[src/rtl/sram_controller_pkg.sv]
// rtl/sram_controller_pkg.sv - shared types and defaults for the SRAM controller
// Contents:
//   state_t                FSM state enumeration
//   DATA_BASE_DEFAULT      byte address mapped to SRAM word 0
//   ACCESS_CYCLES_DEFAULT  cycles each 16-bit half-access is held
package sram_controller_pkg;

   typedef enum logic [2:0] {
      IDLE  = 3'd0,
      RD_LO = 3'd1,
      RD_HI = 3'd2,
      WR_LO = 3'd3,
      WR_HI = 3'd4,
      DONE  = 3'd5
   } state_t;

   localparam int DATA_BASE_DEFAULT     = 1024;
   localparam int ACCESS_CYCLES_DEFAULT = 2;

endpackage

[src/rtl/sram_controller.sv]
// rtl/sram_controller.sv - 32-bit load/store port onto a 16-bit asynchronous SRAM
// Ports:
//   clk, rst                 clock, asynchronous active-high reset
//   wr_en, rd_en             store/load request, held by the pipeline until ready
//   address, write_data      byte address and store data, captured on IDLE exit
//   read_data                load result, held until the next load completes
//   ready                    low freezes the pipeline
//   SRAM_ADDR                half-word address (word*2 + half)
//   SRAM_DQ_out/_in/_oe      split bidirectional data bus
//   SRAM_WE_N, SRAM_CE_N, SRAM_OE_N, SRAM_UB_N, SRAM_LB_N  active-low strobes
module sram_controller
   import sram_controller_pkg::*;
#(
   parameter int ACCESS_CYCLES = ACCESS_CYCLES_DEFAULT,
   parameter int DATA_BASE     = DATA_BASE_DEFAULT
) (
   input  logic        clk,
   input  logic        rst,
   input  logic        wr_en,
   input  logic        rd_en,
   input  logic [31:0] address,
   input  logic [31:0] write_data,
   output logic [31:0] read_data,
   output logic        ready,
   output logic [17:0] SRAM_ADDR,
   output logic [15:0] SRAM_DQ_out,
   input  logic [15:0] SRAM_DQ_in,
   output logic        SRAM_DQ_oe,
   output logic        SRAM_WE_N,
   output logic        SRAM_CE_N,
   output logic        SRAM_OE_N,
   output logic        SRAM_UB_N,
   output logic        SRAM_LB_N
);

   localparam logic [3:0] CNT_LAST = 4'(ACCESS_CYCLES - 1);

   state_t      state_q, state_d;
   logic [3:0]  cnt_q, cnt_d;
   logic [16:0] word_q;
   logic [31:0] wdata_q;
   logic [31:0] read_data_q;

   logic        last_cycle;
   logic        start;
   logic [31:0] addr_off;
   logic        unused_addr_bits;

   // Modular subtraction; only word bits [16:0] reach the SRAM, the rest wrap away.
   assign addr_off         = address - 32'(DATA_BASE);
   assign unused_addr_bits = ^{addr_off[31:19], addr_off[1:0]};

   assign last_cycle = (cnt_q == CNT_LAST);
   assign start      = (state_q == IDLE) && (rd_en || wr_en);

   always_ff @(posedge clk or posedge rst) begin
      if (rst) begin
         state_q     <= IDLE;
         cnt_q       <= 4'd0;
         word_q      <= 17'd0;
         wdata_q     <= 32'd0;
         read_data_q <= 32'd0;
      end else begin
         state_q <= state_d;
         cnt_q   <= cnt_d;
         if (start) begin
            word_q  <= addr_off[18:2];
            wdata_q <= write_data;
         end
         // Each half is sampled at the very end of its hold window.
         if (state_q == RD_LO && last_cycle)
            read_data_q[15:0] <= SRAM_DQ_in;
         if (state_q == RD_HI && last_cycle)
            read_data_q[31:16] <= SRAM_DQ_in;
      end
   end

   always_comb begin
      state_d = state_q;
      case (state_q)
         IDLE: begin
            if (wr_en)
               state_d = WR_LO;       // write wins when both are requested
            else if (rd_en)
               state_d = RD_LO;
         end
         RD_LO: if (last_cycle) state_d = RD_HI;
         RD_HI: if (last_cycle) state_d = DONE;
         WR_LO: if (last_cycle) state_d = WR_HI;
         WR_HI: if (last_cycle) state_d = DONE;
         DONE:  state_d = IDLE;
         default: state_d = IDLE;
      endcase

      // Counter restarts on every state entry and only runs inside access states.
      cnt_d = 4'd0;
      if (state_d == state_q &&
          (state_q == RD_LO || state_q == RD_HI ||
           state_q == WR_LO || state_q == WR_HI))
         cnt_d = cnt_q + 4'd1;
   end

   always_comb begin
      SRAM_ADDR   = 18'd0;
      SRAM_DQ_out = 16'd0;
      SRAM_DQ_oe  = 1'b0;
      SRAM_WE_N   = 1'b1;
      SRAM_CE_N   = 1'b1;
      SRAM_OE_N   = 1'b1;
      SRAM_UB_N   = 1'b1;
      SRAM_LB_N   = 1'b1;
      case (state_q)
         RD_LO, RD_HI: begin
            SRAM_ADDR = {word_q, (state_q == RD_HI)};
            SRAM_OE_N = 1'b0;
            SRAM_CE_N = 1'b0;
            SRAM_UB_N = 1'b0;
            SRAM_LB_N = 1'b0;
         end
         WR_LO, WR_HI: begin
            SRAM_ADDR   = {word_q, (state_q == WR_HI)};
            SRAM_DQ_out = (state_q == WR_HI) ? wdata_q[31:16] : wdata_q[15:0];
            SRAM_DQ_oe  = 1'b1;
            SRAM_WE_N   = 1'b0;
            SRAM_CE_N   = 1'b0;
            SRAM_UB_N   = 1'b0;
            SRAM_LB_N   = 1'b0;
         end
         default: ;
      endcase
   end

   assign read_data = read_data_q;
   assign ready     = ~(rd_en | wr_en) | (state_q == DONE);

endmodule

[config.mk]
export PLATFORM = sky130hd
export DESIGN_NAME = sram_controller
export DESIGN_NICKNAME = d
export VERILOG_FILES = /design/src/rtl/sram_controller_pkg.sv /design/src/rtl/sram_controller.sv
export SDC_FILE = /design/constraint.sdc
export NUM_CORES = 1
export LEC_CHECK = 0
export ABC_CLOCK_PERIOD_IN_PS = 3700
export CAP_MARGIN = 40
export CORE_ASPECT_RATIO = 1.2
export CORE_UTILIZATION = 25
export CTS_CLUSTER_DIAMETER = 150
export CTS_CLUSTER_SIZE = 16
export DETAILED_ROUTE_END_ITERATION = 6
export PLACE_DENSITY_LB_ADDON = 0.25
export RECOVER_POWER = 50
export SYNTH_ARGS = -nofsm -noshare
export SYNTH_HDL_FRONTEND = slang
export SYNTH_SLANG_ARGS = --single-unit
[constraint.sdc]
create_clock -name clk -period 3.7 [get_ports clk]
set_clock_uncertainty 0.1 [all_clocks]
set_input_delay 0.74 -clock clk [delete_from_list [all_inputs] [get_ports clk]]
set_output_delay 0.74 -clock clk [all_outputs]
set_load 0.01 [all_outputs]
* Word-level counts from Yosys, hierarchy flattened *
Index checks and enable logic that the tools add are counted.
W data, S select, Z words.

cells by class
  add/subtract/negate cells = 2
  equal/unequal tests = 7
  mux-type cells = 14
  bitwise logic cells = 3
  reductions and logical operators = 13

operators by type and width
  kind                      number
  $pmux W18 S2              1
  $mux W16                  2
  $sub A19 B11 Y19 const B  1
  $mux W3                   5
  $pmux W3 S4               1
  $eq A3 B2 Y1 const B      2
  $eq A3 B3 Y1 const B      2
  $reduce_or A2 Y1          3
  $add A4 B1 Y4 const B     1
  $eq A4 B1 Y1 const B      1
  $logic_and A1 B1 Y1       4
  $logic_or A1 B1 Y1        4
  $mux W1                   4
  $mux W4                   1
  $reduce_or A4 Y1          1
  $eq A3 B1 Y1 const B      1
  $eq A3 B3 Y1              1
  $logic_not A3 Y1          1
  $or A1 B1 Y1              2
  $not A1 Y1                1

storage, ports and cells
  flip-flop bits (word level) = 88
  input bits = 84
  output and inout bits = 73
  logic and storage cells = 45

* Longest topological paths before layout *
Gate-level depths: netlist of run 1.

  depth after elaboration = 6
  gate-level depth with buffers = 7
  gate-level depth less buffers = 5

* Least setup slack after synthesis of run 1 *
OpenSTA, ideal clock, no wires.

  path kind = register to output
  from = register state_q[2]
  to = output SRAM_DQ_out[10]
  arrival time = 1.616 ns
  setup slack = 1.244 ns
  stages on the path, launching flop included = 7
  path buffers = 3
  cell sequence = dfrtp_1 -> buf_2 -> nor3b_1 -> buf_2 -> a21oi_1 -> buf_2 -> nor2_1

between the ends
  cells in the longest elaborated chain, start to end = 3

ends and longest elaborated chain
  element                                              RTL line                                        text
  start, declared                                      sram_controller.sv:38                           state_t state_q, state_d;
  start signal, assigned                               sram_controller.sv:64                           state_q <= state_d;
  $eq A3 B3 Y1 / $eq A3 B2 Y1 (equally long branches)  sram_controller.sv:112, sram_controller.sv:122
  $mux W16 / $reduce_or A2 Y1 (equally long branches)  sram_controller.sv:122, sram_controller.sv:112
  $mux W16 *                                           sram_controller.sv:112                          case (state_q)
  end, declared                                        sram_controller.sv:26                           output logic [15:0] SRAM_DQ_out,

Mark *: on every way between the ends. The rest lies on a longest branch, timed or not.

* Worst setup path in the final report of run 1 *
  from = register state_q[1]
  to = output SRAM_UB_N

between the ends
  cells in the longest elaborated chain, start to end = 3

ends and longest elaborated chain
  element                                     RTL line                text
  $eq A3 B1 Y1, or another cell as far along  sram_controller.sv:112
  $reduce_or A4 Y1 (no source line) *         -
  $mux W1 *                                   sram_controller.sv:112
  end, declared                               sram_controller.sv:32   output logic SRAM_UB_N,

Marks and branches as above.

==> results of run 1 <==
[critical path: stages (launching register included)]
cell and delay, ns:
dfrtp_1 0.51, or3_1 0.69, nand2_1 0.35, clkdlybuf4s50_1 0.61
[final cells by class]
class | count | area (sq um) | area share
Sequential cell | 88 | 2200 | 0.368
Inverter | 6 | 23.8 | 0.00397
Clock inverter | 2 | 37.5 | 0.00627
Timing Repair Buffer | 150 | 1530 | 0.256
Clock buffer | 14 | 264 | 0.0441
Multi-Input combinational cell | 187 | 1670 | 0.279
Tap cell | 208 | 260 | 0.0435
[worst min-delay path by stage]
stage                                       end  depth (start not counted)
final                     word_q[8]$_DFFE_PP0P_                          1
after floorplan           word_q[0]$_DFFE_PP0P_                          1
after detailed placement  word_q[2]$_DFFE_PP0P_                          1
after global routing      word_q[2]$_DFFE_PP0P_                          1
after CTS                 word_q[2]$_DFFE_PP0P_                          1
after global placement    word_q[3]$_DFFE_PP0P_                          1
[metrics by stage]
stage	power, uW	worst slack (ns)	hold slack [ns]	std cells
2_1_floorplan	3170	0.581	0.372	303
3_3_place_gp	4320	0.666	0.383	637
3_5_place_dp	4390	0.663	0.387	639
4_1_cts	5360	0.342	0.401	655
5_1_grt	5560	0.200	0.419	655
6_report	5200	0.363	0.397	655
[Yosys cell counts, drive strengths merged]
library cell | number | area share
dfrtp | 88 | 0.54
mux2 | 73 | 0.22
nor2 | 19 | 0.018
buf | 18 | 0.035
and3 | 17 | 0.026
mux2i | 16 | 0.040
a21oi | 11 | 0.014
inv | 6 | 0.0056
nor3 | 5 | 0.0074
a31oi | 4 | 0.0062
clkbuf | 4 | 0.0037
o21ai | 4 | 0.0049
or3 | 4 | 0.0062
ha | 3 | 0.0093
or4 | 3 | 0.0056
xnor2 | 3 | 0.0065
nand2 | 2 | 0.0019
nand2b | 2 | 0.0031
nor3b | 2 | 0.0037
o31ai | 2 | 0.0037
or2 | 2 | 0.0031
or3b | 2 | 0.0049
a211o | 1 | 0.0025
a21o | 1 | 0.0019
a2bb2oi | 1 | 0.0022
a31o | 1 | 0.0022
and2 | 1 | 0.0015
nand3 | 1 | 0.0012
nor2b | 1 | 0.0015
o211ai | 1 | 0.0019
o21a | 1 | 0.0019
o22a | 1 | 0.0022
o311a | 1 | 0.0025
o41a | 1 | 0.0028
xor2 | 1 | 0.0022
[sequential cells by signal, indices dropped and copies added, names as in the netlist]
name and cells:
word_q 17, state_q 3, wdata_q 32, cnt_q 4, read_data 32
[kinds of logic (layout without fill, tap and decap cells)]
| logic type | after synthesis | in the layout |
|---|---|---|
| fa+ha+maj | 3 | 3 |
| xor+xnor | 4 | 4 |
| compound gates | 30 | 30 |
| mux | 89 | 89 |
| flops | 88 | 88 |
| simple gates | 61 | 61 |
| buf+inv | 28 | 172 |
[placed cells by master, fill, tap and decap left out, types with 4 or more instances in the layout]
master,count
clkdlybuf4s50_1,113
or3_1,4
a31oi_1,4
and3_1,17
a21oi_1,11
mux2_4,20
nor3_1,4
buf_4,5
mux2i_1,16
mux2_2,53
inv_1,5
dlygate4sd3_1,28
dfrtp_1,88
nor2_1,19
clkbuf_16,9
[layer usage]
metal / track usage / wire length [um]
met1: 0.141 / 4240
met2: 0.220 / 4880
met3: 0.0470 / 838
met4: 0.0526 / 169
met5: 0 / 0
[power groups by stage]
stage / sequential [uW] / combinational, uW / clock, uW
finish: 1730 / 2540 / 929
floorplan: 1750 / 1420 / 0
global route: 1800 / 2750 / 1010
global placement: 1730 / 2600 / 0
detailed placement: 1760 / 2640 / 0
CTS: 1740 / 2650 / 961
==> metrics.txt, run 1 <==
outcome=complete, but fails checks; failing checks=capacitance limit, slew limit; Wirelength per Cell=15.5 um; Ys Warns=0; CTS resizes=0; power per cell area=868 nW/um^2; # Max-Cap Violations=1; Max transition margin=-0.262; hold buffer count at CTS=0; # Post-CTS Setup Buffers=0; Lkg Pwr=0.00249 uW; Tcrit/Tclk final=0.902; H-tree level count=3; drt drc=0; largest family of logic cells by synthesized area=multiplexers; Clk Latency, worst-skew pair=0.34 ns; hold path startpoint=word_q[8]$_DFFE_PP0P_; GR Overflow Total=0; Worst-Margin Slew=1.88 ns; Post-DP Area=5690 sq um; Core Box Area=15700 sq um; Seq/Total Area, Yosys=0.544; Cells after Synth=303; Fin. Hold Viols=0; share of total power in the clock network=0.179; row count=50; router iterations before antenna repair=4; CTS max path bufs=2; ANT cells=0; Int Pwr=3560 uW; Reg2Reg Launch Point=cnt_q[1]$_DFF_PP0_; CTS tree=built; switching power=1640 uW; Die X=118 um; R2R cell count=6; CTS Sinks=88; Crit. Startpoint=state_q[1]$_DFF_PP0_; Initial Util=0.258; CP max FO=18; fin area=5990 sq um; simple-gate share of the synthesized area=0.0841; unrepaired setup endpoints after global routing=no; area grow syn2layout=48.0%; initial antenna violation count=0; IO Count=157; clock slew at reported path FFs=0.06 ns; Worst EP required=2.86 ns; Synth Area in Adders=0.00928; Yosys reg bits=88; syn avg cell area=13.4 sq um; Fmax=300 MHz; DR vias=2883; final wirelength=10100 um; first-pass GRT wire length=16400 um; Arr. time, crit path=2.50 ns; DP Wirelength=7180 um; Worst Setup End Kind=output pin; Sw Ratio=0.316; CTS Buf Count=9; Cell variety after synth=42; Fin Setup TNS=0 ns; Post-Synth XOR/XNOR Area=0.00866; Final GP Congestion=0.723; CP Launch Type=register; syn nets=390; PortBufs=141; share of layout cells above drive strength 1=0.233; share of total power in combinational logic=0.489; vias in the first global route=3164; fin crit period=3.34 ns; VDD IR-drop max=0.000295 V; Die ar.=16700 sq um; flop-to-flop setup slack=1.39 ns; final core utilization=0.381; initial drt markers=114; reg2reg end=read_data[21]$_DFFE_PP0P_; Mapped Area=4050 sq um; nets=529; sequential power share=0.332; complex-gate fraction of the synthesized area=0.0483; Hold/Removal Path Class=register to register; Crit Path Class=register to output pin; Routed Antenna Nets=0; GRT Overall Usage=0.127; Die Y=141 um; Clock Tree Root=clkbuf_16; Setup violations, final=0; Slew Viols, Final=41; mux contribution to synthesized area=0.261; Worst Setup EP=SRAM_UB_N; pin count of the biggest net entering global routing=49; post-DR vias/cell=4.40; Fill cells=1537
Power figures use the tool's default switching activity.
==> run 2: changes to the inputs <==
CORE_UTILIZATION = 44   (was 25)
==> run 2 against run 1 <==
  * The flow now finishes without violations
  * Register-to-register slack worse by 0.36 ns
  * First-iteration DRC count fell by 11%
  * Fmax shrank 0.35%
  * Total power fell by 4.3%
  * Design area fell by 3.4%
  * Largest cell class unchanged
  * Combinational power about the same
  * Largest power group unchanged
==> metrics.txt, run 2 (same netlist as run 1, synthesis figures left out) <==
Worst EP required=2.86 ns (about the same); Clock Tree Root=clkbuf_8; H-tree level count=3 (unchanged); Slew Viols, Final=0 (-100%); Arr. time, crit path=2.51 ns (about the same); Worst Setup End Kind=output pin; share of layout cells above drive strength 1=0.231 (-0.00120); Die Y=107 um (-24%); Power, Total=4980 uW (-4.3%); row count=37 (-26%); CTS Sinks=88 (unchanged); Crit path top cell by count=buf_4; CTS max path bufs=2 (unchanged); VDD IR-drop max=0.000410 V (+39%); vias in the first global route=3112 (-1.6%); PortBufs=141 (unchanged); CP Launch Type=register; area grow syn2layout=43.0%; hold buffer count at CTS=0 (unchanged); post-DR vias/cell=5.16 (+17%); Reg2Reg Launch Point=state_q[1]$_DFF_PP0_; drt drc=0 (unchanged); Clk Latency, worst-skew pair=0.34 ns (about the same); IO Count=157 (unchanged); CP cell instances=nor3b_2 -> buf_4 -> a21oi_1 -> buf_4 -> nor2_1 -> clkdlybuf4s50_1; Lkg Pwr=0.00245 uW (-1.5%); Hold/Removal Path Class=register to register; max incr delay on CP=0.56 ns (-0.13 ns); most common cell after layout, fill and taps aside=clkdlybuf4s50_1; router iterations before antenna repair=4 (unchanged); slowest CP cell=clkdlybuf4s50_1; Routed Antenna Nets=0 (unchanged); Die ar.=9580 sq um (-43%); Setup violations, final=0 (unchanged); DP Wirelength=6420 um (-11%); # Max-Cap Violations=0 (-1); fin crit period=3.35 ns (+0.0117 ns); Worst Path Buf+Inv=3 (+2); GR Overflow Total=0 (unchanged); CTS Buf Count=9 (unchanged); Fin. Hold Viols=0 (unchanged); Final GP Congestion=0.754 (+4.2%); initial antenna violation count=0 (unchanged); fin area=5780 sq um (-3.4%); nets=528 (-0.19%); commonest non-fill, non-tap cells in the layout=clkdlybuf4s50_1 (114), dfrtp_1 (88), mux2_2 (53); CTS tree=built; Max transition margin=0.220 (+0.482); # Post-CTS Setup Buffers=0 (unchanged); outcome=completed; clock slew at reported path FFs=0.08 ns (+0.02 ns); first-pass GRT wire length=14400 um (-12%); Tcrit/Tclk final=0.905 (+0.00316); Fin Setup TNS=0 ns (unchanged); Initial Util=0.462 (+0.205); Post-DP Area=5570 sq um (-2.1%); CP max FO=18 (unchanged); Crit Path Class=register to output pin; GRT Overall Usage=0.199 (+0.0720); initial drt markers=101 (-11%); DR vias=2899 (+0.55%); Fmax=299 MHz (-0.35%); final wirelength=8910 um (-12%); CTS resizes=0 (unchanged); Die X=89.5 um (-24%); Top delay family on crit path=buffers and inverters; Wirelength per Cell=15.9 um (+2.5%); ANT cells=0 (unchanged); hold path startpoint=read_data[14]$_DFFE_PP0P_; Crit. Startpoint=state_q[2]$_DFF_PP0_; power per cell area=860 nW/um^2 (-0.91%); Core Box Area=8750 sq um (-44%); Worst-Margin Slew=1.16 ns (-0.719 ns); unrepaired setup endpoints after global routing=no; pin count of the biggest net entering global routing=63 (+29%)
[run 2: cell count changes in the layout (fill, tap and decap cells not counted)]
cell             before  now
clkbuf_1              3    1
dlygate4sd3_1        28   27
buf_4                 5    4
clkdlybuf4s50_1     113  114
and2_0                0    1
bufinv_16             1    2
clkinvlp_4            1    0
and2_2                1    0
clkbuf_16             9    0
clkbuf_8              2   11
clkinv_2              0    1
[run 2: power by group]
part           total (uW)  switching (uW)  internal, uW
Combinational        2520             976          1540
Clock                 729             316           413
Sequential           1730             277          1450
Total                4980            1570          3410
[run 2: path summary, 6_finish.rpt]
path / depth (start not counted) / end / slack (ns)
worst min register to register: 1 / read_data[14]$_DFFE_PP0P_ / 0.40
min in group asynchronous: 2 / read_data[17]$_DFFE_PP0P_ / 0.98
worst min-delay path: 1 / read_data[14]$_DFFE_PP0P_ / 0.40
max in group asynchronous: 3 / read_data[26]$_DFFE_PP0P_ / 1.69
worst max-delay path: 6 / SRAM_DQ_out[14] / 0.35
worst max register to register: 5 / wdata_q[25]$_DFFE_PP0P_ / 1.03
[run 2: routing by layer]
| metal | wire, um | global-route usage | part of all wire |
|---|---|---|---|
| met1 | 3700 | 0.224 | 0.42 |
| met3 | 753 | 0.0708 | 0.085 |
| met2 | 4350 | 0.333 | 0.49 |
| met5 | 0 | 0 | 0 |
| met4 | 110 | 0.0918 | 0.012 |
[run 2: final cells by class]
cell class	instances	area, sq um
clock buffers	12	155
clock inverters	3	65.1
fillers	669	2970
inverters	6	23.8
multi-input cells	187	1670
flip-flops and latches	88	2200
well taps	117	146
repair buffers	149	1520
[run 2: per-stage QoR]
stage,utilization,hold WS (ns),worst slack (ns),std cells
after floorplan,-,0.372,0.581,303
after global placement,0.631,0.381,0.565,545
after detailed placement,0.636,0.387,0.580,547
after CTS,0.662,0.408,0.351,562
after global routing,0.661,0.422,0.215,562
final,0.661,0.401,0.351,562
